[src/rtl/logic_op_issuer.sv]
// Initiator for the combinational 16-bit logic unit: takes commands,
// drives registered A/B/F, captures Out and Z/N/P, returns a response.
//
// Ports:
//   clk, rst_n            clock, synchronous active-low reset
//   cmd_valid/ready       command handshake (cmd_f, cmd_a, cmd_b)
//   lu_a, lu_b, lu_f      registered operands/opcode to logic unit
//   lu_out, lu_z/n/p      combinational result and flags from logic unit
//   rsp_valid/ready       response handshake (rsp_data, rsp_flags,
//                         rsp_illegal, rsp_mismatch)
//   op_count              completed response handshakes (wrapping)
//   chk_error             sticky result-checker error
//
// Optional: define LOGIC_ISSUER_CHECK_EN to recompute the expected
// result/flags at capture time and flag disagreements from the unit.
// Without it, rsp_mismatch and chk_error are tied to 0.

module logic_op_issuer #(
   parameter int WIDTH = 16,
   parameter int CNT_W = 16
) (
   input  logic             clk,
   input  logic             rst_n,
   input  logic             cmd_valid,
   output logic             cmd_ready,
   input  logic [2:0]       cmd_f,
   input  logic [WIDTH-1:0] cmd_a,
   input  logic [WIDTH-1:0] cmd_b,
   output logic [WIDTH-1:0] lu_a,
   output logic [WIDTH-1:0] lu_b,
   output logic [2:0]       lu_f,
   input  logic [WIDTH-1:0] lu_out,
   input  logic             lu_z,
   input  logic             lu_n,
   input  logic             lu_p,
   output logic             rsp_valid,
   input  logic             rsp_ready,
   output logic [WIDTH-1:0] rsp_data,
   output logic [2:0]       rsp_flags,
   output logic             rsp_illegal,
   output logic [CNT_W-1:0] op_count,
   output logic             rsp_mismatch,
   output logic             chk_error
);

   typedef enum logic [1:0] {
      IDLE,
      EXEC,
      RESP
   } state_t;

   state_t state;
   state_t state_nxt;

   logic legal;
   logic cmd_take;
   logic rsp_take;
   logic capture;

   // opcodes 1xx are illegal
   assign legal = ~cmd_f[2];

   always_comb begin
      state_nxt = state;
      cmd_ready = 1'b0;
      rsp_valid = 1'b0;
      cmd_take  = 1'b0;
      rsp_take  = 1'b0;
      capture   = 1'b0;
      unique case (state)
         IDLE: begin
            cmd_ready = 1'b1;
            if (cmd_valid) begin
               cmd_take  = 1'b1;
               state_nxt = legal ? EXEC : RESP;
            end
         end
         EXEC: begin
            capture   = 1'b1;
            state_nxt = RESP;
         end
         RESP: begin
            rsp_valid = 1'b1;
            if (rsp_ready) begin
               rsp_take  = 1'b1;
               state_nxt = IDLE;
            end
         end
         default: state_nxt = IDLE;
      endcase
   end

   always_ff @(posedge clk) begin
      if (!rst_n) begin
         state       <= IDLE;
         lu_a        <= '0;
         lu_b        <= '0;
         lu_f        <= 3'b000;
         rsp_data    <= '0;
         rsp_flags   <= 3'b000;
         rsp_illegal <= 1'b0;
         op_count    <= '0;
      end else begin
         state <= state_nxt;
         if (cmd_take && legal) begin
            lu_a <= cmd_a;
            lu_b <= cmd_b;
            lu_f <= cmd_f;
         end
         // illegal ops skip EXEC with a zeroed response
         if (cmd_take && !legal) begin
            rsp_data    <= '0;
            rsp_flags   <= 3'b000;
            rsp_illegal <= 1'b1;
         end
         if (capture) begin
            rsp_data    <= lu_out;
            rsp_flags   <= {lu_z, lu_n, lu_p};
            rsp_illegal <= 1'b0;
         end
         if (rsp_take) begin
            op_count <= op_count + CNT_W'(1);
         end
      end
   end

`ifdef LOGIC_ISSUER_CHECK_EN
   logic [WIDTH-1:0] exp_res;
   logic [2:0]       exp_flags;
   logic             bad_now;

   // lu_f only ever holds legal opcodes
   always_comb begin
      exp_res = '0;
      unique case (lu_f[1:0])
         2'b00:   exp_res = lu_a & lu_b;
         2'b01:   exp_res = lu_a | lu_b;
         2'b10:   exp_res = lu_a ^ lu_b;
         default: exp_res = ~lu_a;
      endcase
      exp_flags = {~|exp_res, exp_res[WIDTH-1], ~^exp_res};
      bad_now   = (lu_out != exp_res) ||
                  ({lu_z, lu_n, lu_p} != exp_flags);
   end

   always_ff @(posedge clk) begin
      if (!rst_n) begin
         rsp_mismatch <= 1'b0;
         chk_error    <= 1'b0;
      end else begin
         if (cmd_take && !legal) begin
            rsp_mismatch <= 1'b0;
         end
         if (capture) begin
            rsp_mismatch <= bad_now;
            if (bad_now) begin
               chk_error <= 1'b1;
            end
         end
      end
   end
`else
   assign rsp_mismatch = 1'b0;
   assign chk_error    = 1'b0;
`endif

endmodule

[config.mk]
export PLATFORM = sky130hd
export DESIGN_NAME = logic_op_issuer
export DESIGN_NICKNAME = d
export VERILOG_FILES = /design/src/rtl/logic_op_issuer.sv
export SDC_FILE = /design/constraint.sdc
export NUM_CORES = 1
export LEC_CHECK = 0
export ABC_AREA = 1
export CORE_UTILIZATION = 40
export DETAILED_ROUTE_END_ITERATION = 8
export GPL_TIMING_DRIVEN = 0
export HOLD_SLACK_MARGIN = 0.06
export PLACE_DENSITY = 0.78
export SYNTH_ARGS = -nofsm -noshare
export SYNTH_HDL_FRONTEND = slang
export SYNTH_SLANG_ARGS = --single-unit
[constraint.sdc]
create_clock -name clk -period 1.7 [get_ports clk]
set_input_delay 0.34 -clock clk [delete_from_list [all_inputs] [get_ports clk]]
set_output_delay 0.34 -clock clk [all_outputs]
set_load 0.005 [all_outputs]
# --- Word level (Yosys, flattened, before mapping) ---
# Index checks and enable logic that the tools add are counted.
totals:
  reg_bits: 73
  in_bits: 58
op_classes:
  add_sub_neg: 1
  n_eq_ne: 4
  n_mux: 15
  n_bitwise: 2
  reduce_logical: 6
ops:
  columns: ["cell", "n"]
  rows:
  - ["16-bit 2-to-1 mux", 2]
  - ["16-bit by 1-bit adder with 16-bit output (second input constant)", 1]
  - ["1-bit 2-to-1 mux", 7]
  - ["2-bit 2-to-1 mux", 3]
  - ["3-bit 2-to-1 mux", 2]
  - ["2-bit case mux with 3 select lines", 1]
  - ["2-bit != test (second input constant)", 2]
  - ["2-bit by 1-bit equality test with 1-bit output (second input constant)", 1]
  - ["2-bit equality test (second input constant)", 1]
  - ["1-bit logical AND", 2]
  - ["2-bit logical NOT", 1]
  - ["1-bit NOT", 2]
  - ["2-bit AND reduction", 1]
  - ["2-bit nonzero test", 1]
  - ["2-bit OR reduction", 1]

# --- Longest topological paths before layout ---
# Gate-level depths: netlist (run 1).
logic_depth:
  word_depth: 5
  depth_mapped: 9
  ltp_nobuf: 9

# --- Least setup slack after synthesis (run 1) ---
# Ideal clock, no wire load.
synth_timing:
  kind: "flip-flop to flip-flop"
  from: "reg op_count[0]"
  to: "reg op_count[14]"
  setup_time_ps: 112
  t_arrival_ps: 1174
  required_time_ps: 1588
  slack_ps: 414
  path_stages_with_launch: 9
  period_less_slack_ps: 1286
  path_cell_list: "dfxtp_1 -> ha_1 -> nand2_1 -> nor2_8 -> nand2_4 -> nor2_2 -> nand2_1 -> nor2_2 -> nor2_1"
synth_via:
  elab_chain_cells: 1
synth_rtl:
  columns: ["item", "line_no", "source"]
  rows:
  - ["from (decl)", "41", "output logic [CNT_W-1:0] op_count,"]
  - ["from (signal assigned)", "122", "op_count <= op_count + CNT_W'(1);"]
  - ["16-bit by 1-bit adder with 16-bit output", "122", null]
# No other way between the ends.
# A chain may end at the register's enable or synchronous reset.

# --- Worst setup path in the final report (run 1) ---
layout_timing:
  from: "reg op_count[2]"
  to: "out op_count[2]"
# No word-level cell between the ends.

==> results of run 1 <==
## logic make-up (layout without fill, tap and decap cells)
kind of cell / Yosys count / after routing / synth area share
compound gates: 68 / 68 / 0.119
simple gates: 193 / 193 / 0.304
buf+inv: 45 / 193 / 0.0718
flops: 73 / 73 / 0.497
xor+xnor: 1 / 1 / 0.00298
other cells: 1 / 2 / 0.00127
fa+ha+maj: 1 / 1 / 0.00425
## registers in the layout, summed over array words and instances (netlist names)
name and cells:
lu_a 16, lu_b 16, lu_f 3, op_count 16, rsp_data 16, rsp_flags 3
rsp_illegal 1, state 2
## cell type report
type / instances / area (um^2) / area share
well taps: 96 / 120 / 0.0261
multi-input cells: 265 / 1280 / 0.277
inverters: 25 / 96.3 / 0.0209
flip-flops and latches: 73 / 1470 / 0.319
clock inverters: 4 / 50.0 / 0.0109
clock buffers: 12 / 165 / 0.0358
repair buffers: 132 / 1310 / 0.285
plain buffers: 20 / 116 / 0.0252
## Yosys cell counts (all sizes together)
cell    instances
a211oi          1
a21oi          28
buf            10
clkbuf         10
conb            1
dfxtp          73
ha              1
inv            25
nand2          56
nand3          29
nand4           4
nor2          100
nor3            2
nor3b           2
o21a            1
o21ai          37
o21bai          1
xor2            1
## routing by layer
metal / share of wire / track usage / up-vias
met4: 0.015 / 0.0894 / 0
met5: 0 / 0 / -
met1: 0.40 / 0.250 / 1335
li1: - / - / 1510
met3: 0.11 / 0.0990 / 10
met2: 0.47 / 0.345 / 118
## worst min-delay path by stage
stage	end	slack (ns)	cells after the start
after floorplan	lu_f[2]$_SDFFE_PN0P_	0.43	2
after global placement	lu_f[2]$_SDFFE_PN0P_	0.42	2
after detailed placement	lu_f[2]$_SDFFE_PN0P_	0.43	2
after CTS	lu_f[2]$_SDFFE_PN0P_	0.44	2
after global routing	lu_f[2]$_SDFFE_PN0P_	0.46	2
final	lu_f[2]$_SDFFE_PN0P_	0.44	2
## layout by cell type (no fill, tap or decap), types with 3 or more instances in the layout
cell type,n
inv_1,19
a21oi_1,27
o21ai_0,37
nor2_1,90
inv_2,5
buf_4,4
nor2_4,5
clkbuf_2,4
buf_2,5
clkbuf_1,6
clkdlybuf4s50_1,128
dfxtp_1,69
nand4_1,3
nand3_1,27
buf_6,3
dfxtp_2,3
clkbuf_8,12
nor2_2,4
nand2_1,52
## repair_timing
item | CTS | global route
buffers inserted | 2 | 0
gates resized for setup | 8 | 3
setup endpoints to repair | 3 | 2
## power by group
group | switching (mW) | internal (mW) | total (mW)
Clock | 0.661 | 0.796 | 1.46
Sequential | 0.0415 | 1.79 | 1.83
Combinational | 0.225 | 0.328 | 0.553
==> flow_metrics.py, run 1 <==
metrics = {
    "hold_path": {
        "hp-class": "reg2reg",
        "hp-start": "lu_f[2]$_SDFFE_PN0P_",
    },
    "route": {
        "drtPass1Iterations": 4,
        "drt_wl_total_mm": 7.83,
        "remaining_drc_errors": 0,
        "num_vias": 2973,
        "wire_per_inst_um": 12.5,
        "drtAntennaViolNets": 0,
        "drt_iter0_drc": 88,
        "viasPerCell": 4.74,
    },
    "setup_path": {
        "critPathSlowestCell": "clkdlybuf4s50_1",
        "slowest_delay_ns": 0.54,
        "start_kind": "flop",
        "endpoint": "op_count[2]",
        "required_ns": 1.36,
        "critPathTopFamily": "buffers and inverters",
        "crit_start": "op_count[2]$_SDFFE_PN0P_",
        "cp.depth": 1,
        "rrSetupSlack_ns": 0.28,
        "path_buf_inv": 1,
        "crit_type": "reg2out",
        "r2r-start": "op_count[0]$_SDFFE_PN0P_",
        "ff2ff_path_depth": 8,
        "endpoint_kind": "primary output",
        "path_cells": "clkdlybuf4s50_1",
        "r2r-end": "op_count[14]$_SDFFE_PN0P_",
        "cp_max_fo": 5,
        "arrival_ns": 1.29,
    },
    "power_and_ir_drop": {
        "p_leak_nw": 1.76,
        "worst_ir_drop_vdd_uv": 429,
        "power_mw": 3.84,
        "p_per_area_mw_per_mm2": 833,
    },
    "clocking": {
        "clock_sinks": 73,
        "numCtsBuffers": 9,
        "clk_path_buf_depth": 2,
        "clockRootBuffer": "clkbuf_8",
        "cts_max_level": 3,
        "holdBufCountCts": 0,
        "cts_tree": "done",
        "path_clk_slew_ns": 0.07,
        "clock_latency_ns": 0.35,
    },
    "global_routing": {
        "grt_usage": 0.216,
        "grt_max_degree": 13,
        "antenna_found_initial": 0,
        "grt.overflow.total": 0,
        "grt_pass1_vias": 2834,
        "grt_pass1_wl_mm": 12.7,
    },
    "final_layout": {
        "fin_util": 0.664,
        "diodes": 0,
        "design_area_mm2": 0.00461,
        "fillCellCount": 589,
        "syn_to_final_growth_pct": 56.6,
        "final_nets": 585,
        "drive_above_1_share": 0.117,
        "final_cells": 627,
    },
    "timing": {
        "holdWs_ns": 0.443,
        "min_period_ns": 1.63,
        "fin_ws_ns": 0.0701,
        "rsz0062_at_grt": "no",
        "hold_viol": 0,
        "setup_viol": 0,
        "setup_tns_ns": 0,
        "drv_slew": 0,
        "fin_crit_sh": 0.959,
        "max_freq_mhz": 614,
        "clock_skew_ns": 0.0119,
    },
    "placed_design": {
        "pre_cts_ws_ns": -0.244,
        "dp.cells": 609,
        "placed_area_mm2": 0.00437,
        "place.port_buffers": 130,
        "gp_congestion": 0.784,
        "dp_hpwl_mm": 5.82,
    },
    "synthesis": {
        "synth_area_leaders": "dfxtp_1, nor2_1, nand2_1",
        "synth.avg_cell_area_um2": 7.70,
        "synth.distinct_cells": 32,
        "ys_ff_latch": 73,
        "synth.cell_area_mm2": 0.00294,
        "yosysTopAreaCell": "dfxtp_1",
        "ys_warn_count": 0,
        "synth_cells": 382,
        "ys_seq_area_frac": 0.497,
        "synth.top_cell.area_share": 0.497,
    },
    "die": {
        "die_h_um": 87.8,
        "num_rows": 30,
        "core_area_mm2": 0.00694,
        "die_width_um": 87.8,
        "start_util": 0.424,
        "pin_count": 133,
        "dieArea_mm2": 0.00770,
    },
    "flow_run": {
        "max-cap-violations": 0,
    },
    "status": {
        "status": "completed",
    },
}
No activity file was read; power rests on OpenSTA's default activity.
==> run 2: changes to the inputs <==
Settings changed: CELL_PAD_IN_SITES_DETAIL_PLACEMENT set to 1, CELL_PAD_IN_SITES_GLOBAL_PLACEMENT set to 2, CORE_UTILIZATION 40 to 22.
==> flow_metrics.py, run 2 (same netlist as run 1, synthesis figures left out) <==
metrics = {
    "status": {
        "status": "completed",
    },
    "timing": {
        "clock_skew_ns": 0.00429,
        "max_freq_mhz": 618,
        "setup_viol": 0,
        "fin_ws_ns": 0.0806,
        "rsz0062_at_grt": "no",
        "tightestPinTransition_ns": 0.524,
        "fin_crit_sh": 0.953,
        "min_period_ns": 1.62,
        "drv_slew": 0,
        "relSlewSlack": 0.651,
        "hold_viol": 0,
    },
    "clocking": {
        "path_clk_slew_ns": 0.06,
        "clockRootBuffer": "clkbuf_16",
        "clock_sinks": 73,
        "clock_latency_ns": 0.33,
        "cts_setup_buffers": 0,
        "clk_path_buf_depth": 2,
        "cts_tree": "done",
        "numCtsBuffers": 9,
        "cts_max_level": 3,
    },
    "placed_design": {
        "pre_cts_ws_ns": -0.440,
        "gp_congestion": 0.727,
        "dp_hpwl_mm": 7.32,
        "place.port_buffers": 130,
        "dp.cells": 685,
        "placed_area_mm2": 0.00446,
    },
    "die": {
        "core_area_mm2": 0.0128,
        "num_rows": 41,
        "pin_count": 133,
        "die_h_um": 118,
        "die_width_um": 118,
        "dieArea_mm2": 0.0138,
        "start_util": 0.229,
    },
    "route": {
        "drtPass1Iterations": 4,
        "drt_wl_total_mm": 9.46,
        "drt_iter0_drc": 64,
        "drtAntennaViolNets": 0,
        "wire_per_inst_um": 13.5,
        "viasPerCell": 4.28,
        "remaining_drc_errors": 0,
        "num_vias": 3001,
    },
    "global_routing": {
        "grt_max_degree": 12,
        "grt_usage": 0.142,
        "grt.overflow.total": 0,
        "grt_pass1_vias": 3122,
        "grt_pass1_wl_mm": 15.6,
        "antenna_found_initial": 0,
    },
    "setup_path": {
        "critPathTopFamily": "buffers and inverters",
        "path_buf_inv": 1,
        "slowest_delay_ns": 0.54,
        "path_cells": "clkdlybuf4s50_1",
        "endpoint_kind": "primary output",
        "crit_type": "reg2out",
        "start_kind": "flop",
        "arrival_ns": 1.28,
        "cp_max_fo": 5,
        "critPathSlowestCell": "clkdlybuf4s50_1",
        "required_ns": 1.36,
    },
    "power_and_ir_drop": {
        "p_per_area_mw_per_mm2": 896,
        "worst_ir_drop_vdd_uv": 492,
        "p_leak_nw": 1.79,
    },
    "final_layout": {
        "final_nets": 583,
        "diodes": 0,
        "design_area_mm2": 0.00476,
        "final_common_cell": "clkdlybuf4s50_1",
        "final_cell_mix": "clkdlybuf4s50_1, nor2_1, dfxtp_1, nand2_1, o21ai_0",
        "syn_to_final_growth_pct": 61.8,
        "drive_above_1_share": 0.106,
        "fin_util": 0.371,
        "final_cells": 701,
    },
    "flow_run": {
        "max-cap-violations": 0,
    },
    "hold_path": {
        "hp-class": "reg2reg",
    },
}
## run 2: through the flow
step	hold WS, ns	power (mW)	setup TNS, ns
global route	0.459	4.49	0
CTS	0.454	4.35	0
global placement	0.435	2.43	-9.26
floorplan	0.431	2.07	0
detailed placement	0.443	2.44	-14.71
finish	0.445	4.27	0
## run 2: final cells by class
class	instances	area, um^2
buffer	20	118
clock buffer	13	250
clock inverter	3	40.0
fill	1544	8060
inverter	25	96.3
multi-input combinational	265	1280
sequential	73	1460
tap	172	215
timing repair buffer	130	1300
## run 2: worst paths after layout
check                                start                   endpoint  slack [ns]  depth (start not counted)
setup / recovery  op_count[9]$_SDFFE_PN0P_                op_count[9]        0.08                          1
hold / removal        lu_f[2]$_SDFFE_PN0P_       lu_f[2]$_SDFFE_PN0P_        0.44                          2
setup reg to reg  op_count[0]$_SDFFE_PN0P_  op_count[14]$_SDFFE_PN0P_        0.25                          8
hold reg to reg       lu_f[2]$_SDFFE_PN0P_       lu_f[2]$_SDFFE_PN0P_        0.44                          2
## run 2: repair_timing
action / CTS / global route
gates resized for setup: 6 / 3
endpoints found under the setup margin: 5 / 3
hold buffers: 0 / 0
## run 2: metal layers
layer	vias to the layer above	track usage	routed length, um
li1	1510	-	-
met2	88	0.253	4780
met5	-	0	0
met1	1397	0.145	3790
met4	0	0.0361	62
met3	6	0.0727	821
## run 2: power breakdown
group / switching (mW) / internal (mW)
registers: 0.0454 / 1.79
clock network: 0.698 / 1.17
logic: 0.233 / 0.325
==> run 3: changes to the inputs <==
Settings changed: CORE_MARGIN set to 3.
==> flow_metrics.py, run 3 (same netlist as run 1, synthesis figures left out) <==
metrics = {
    "setup_path": {
        "critPathTopFamily": "buffers and inverters",
        "path_cells": "clkdlybuf4s50_1",
        "crit_type": "reg2out",
        "required_ns": 1.36,
        "endpoint_kind": "primary output",
        "arrival_ns": 1.30,
        "cp.depth": 1,
        "ff2ff_path_depth": 8,
        "cp_max_fo": 4,
        "critPathSlowestCell": "clkdlybuf4s50_1",
        "slowest_delay_ns": 0.54,
        "path_buf_inv": 1,
        "start_kind": "flop",
    },
    "clocking": {
        "cts_setup_buffers": 0,
        "cts_max_level": 3,
        "clock_sinks": 73,
        "clk_path_buf_depth": 2,
        "cts_tree": "done",
        "path_clk_slew_ns": 0.05,
        "clockRootBuffer": "clkbuf_16",
        "numCtsBuffers": 9,
        "clock_latency_ns": 0.33,
        "holdBufCountCts": 0,
    },
    "final_layout": {
        "final_nets": 583,
        "final_common_cell": "clkdlybuf4s50_1",
        "diodes": 0,
        "final_cell_mix": "clkdlybuf4s50_1, nor2_1, dfxtp_1, nand2_1, o21ai_0",
        "drive_above_1_share": 0.108,
        "syn_to_final_growth_pct": 62.5,
    },
    "placed_design": {
        "pre_cts_ws_ns": -0.390,
        "place.port_buffers": 130,
        "dp_hpwl_mm": 7.70,
        "gp_congestion": 0.772,
    },
    "timing": {
        "rsz0062_at_grt": "no",
        "fin_ws_ns": 0.0647,
        "setup_viol": 0,
        "clock_skew_ns": 0.00451,
        "min_period_ns": 1.64,
        "drv_slew": 0,
        "setup_tns_ns": 0,
        "fin_crit_sh": 0.962,
        "hold_viol": 0,
        "tightestPinTransition_ns": 0.537,
        "max_freq_mhz": 612,
        "relSlewSlack": 0.642,
    },
    "route": {
        "remaining_drc_errors": 0,
        "drtAntennaViolNets": 0,
        "num_vias": 3002,
        "drtPass1Iterations": 5,
        "wire_per_inst_um": 13.9,
        "drt_wl_total_mm": 9.75,
        "drt_iter0_drc": 91,
        "viasPerCell": 4.29,
    },
    "status": {
        "status": "completed",
    },
    "power_and_ir_drop": {
        "power_mw": 4.42,
        "p_per_area_mw_per_mm2": 923,
        "p_leak_nw": 1.80,
        "worst_ir_drop_vdd_uv": 534,
    },
    "global_routing": {
        "grt_pass1_wl_mm": 16.0,
        "antenna_found_initial": 0,
        "grt_max_degree": 12,
        "grt.overflow.total": 0,
        "grt_usage": 0.138,
        "grt_pass1_vias": 3225,
    },
    "hold_path": {
        "hold_depth": 2,
        "hp-class": "reg2reg",
    },
    "flow_run": {
        "max-cap-violations": 0,
    },
    "die": {
        "die_width_um": 122,
        "num_rows": 41,
        "die_h_um": 122,
        "dieArea_mm2": 0.0148,
        "pin_count": 133,
        "core_area_mm2": 0.0128,
        "start_util": 0.229,
    },
}
-- run 3: cell count changes in the layout (fill, tap and decap cells not counted), sizes merged --
cell    delta
clkbuf     -1
bufinv     +1
clkinv     -1
-- run 3: area by class of cell --
class,count,area (um^2)
plain buffers,20,118
flip-flops and latches,73,1470
well taps,172,215
clock buffers,12,246
multi-input cells,265,1280
inverters,25,96.3
fillers,1547,8040
clock inverters,3,65.1
repair buffers,130,1300
-- run 3: repair_timing --
| item | in CTS | in global routing |
|---|---|---|
| pin swaps | 0 | 0 |
| gates resized for setup | 7 | 3 |
| setup endpoints to repair | 4 | 7 |
-- run 3: layer usage --
| layer | track usage | up-vias | part of all wire |
|---|---|---|---|
| met1 | 0.145 | 1389 | 0.39 |
| met4 | 0.0427 | 0 | 0.015 |
| met2 | 0.231 | 97 | 0.49 |
| met5 | 0 | - | 0 |
| met3 | 0.0812 | 12 | 0.11 |
| li1 | - | 1504 | - |
-- run 3: worst paths after layout --
path	start	endpoint	slack [ns]
setup / recovery	op_count[0]$_SDFFE_PN0P_	op_count[0]	0.06
hold / removal	lu_f[2]$_SDFFE_PN0P_	lu_f[2]$_SDFFE_PN0P_	0.44
setup reg to reg	op_count[0]$_SDFFE_PN0P_	op_count[14]$_SDFFE_PN0P_	0.26
hold reg to reg	lu_f[2]$_SDFFE_PN0P_	lu_f[2]$_SDFFE_PN0P_	0.44
-- run 3: tightest hold or removal path, stage by stage (launching register included) --
cell and delay (ns):
dfxtp_1 0.31, nand2_1 0.05, nor2_1 0.03
-- run 3: per-stage QoR --
step                      instance area (um^2)  hold WS [ns]  std cells   util
after floorplan                           2950         0.431        383      -
after global placement                    4460         0.431        685  0.348
after detailed placement                  4460         0.435        685  0.348
after CTS                                 4780         0.444        700  0.373
after global routing                      4780         0.481        700  0.373
final                                     4780         0.438        700  0.373
-- run 3: power by group --
| group | total, mW | switching (mW) | leakage [nW] | internal, mW |
|---|---|---|---|---|
| Clock | 2.02 | 0.706 | 0.153 | 1.32 |
| Combinational | 0.557 | 0.232 | 1.05 | 0.325 |
| Sequential | 1.84 | 0.0460 | 0.596 | 1.79 |
| Total | 4.42 | 0.984 | 1.80 | 3.43 |
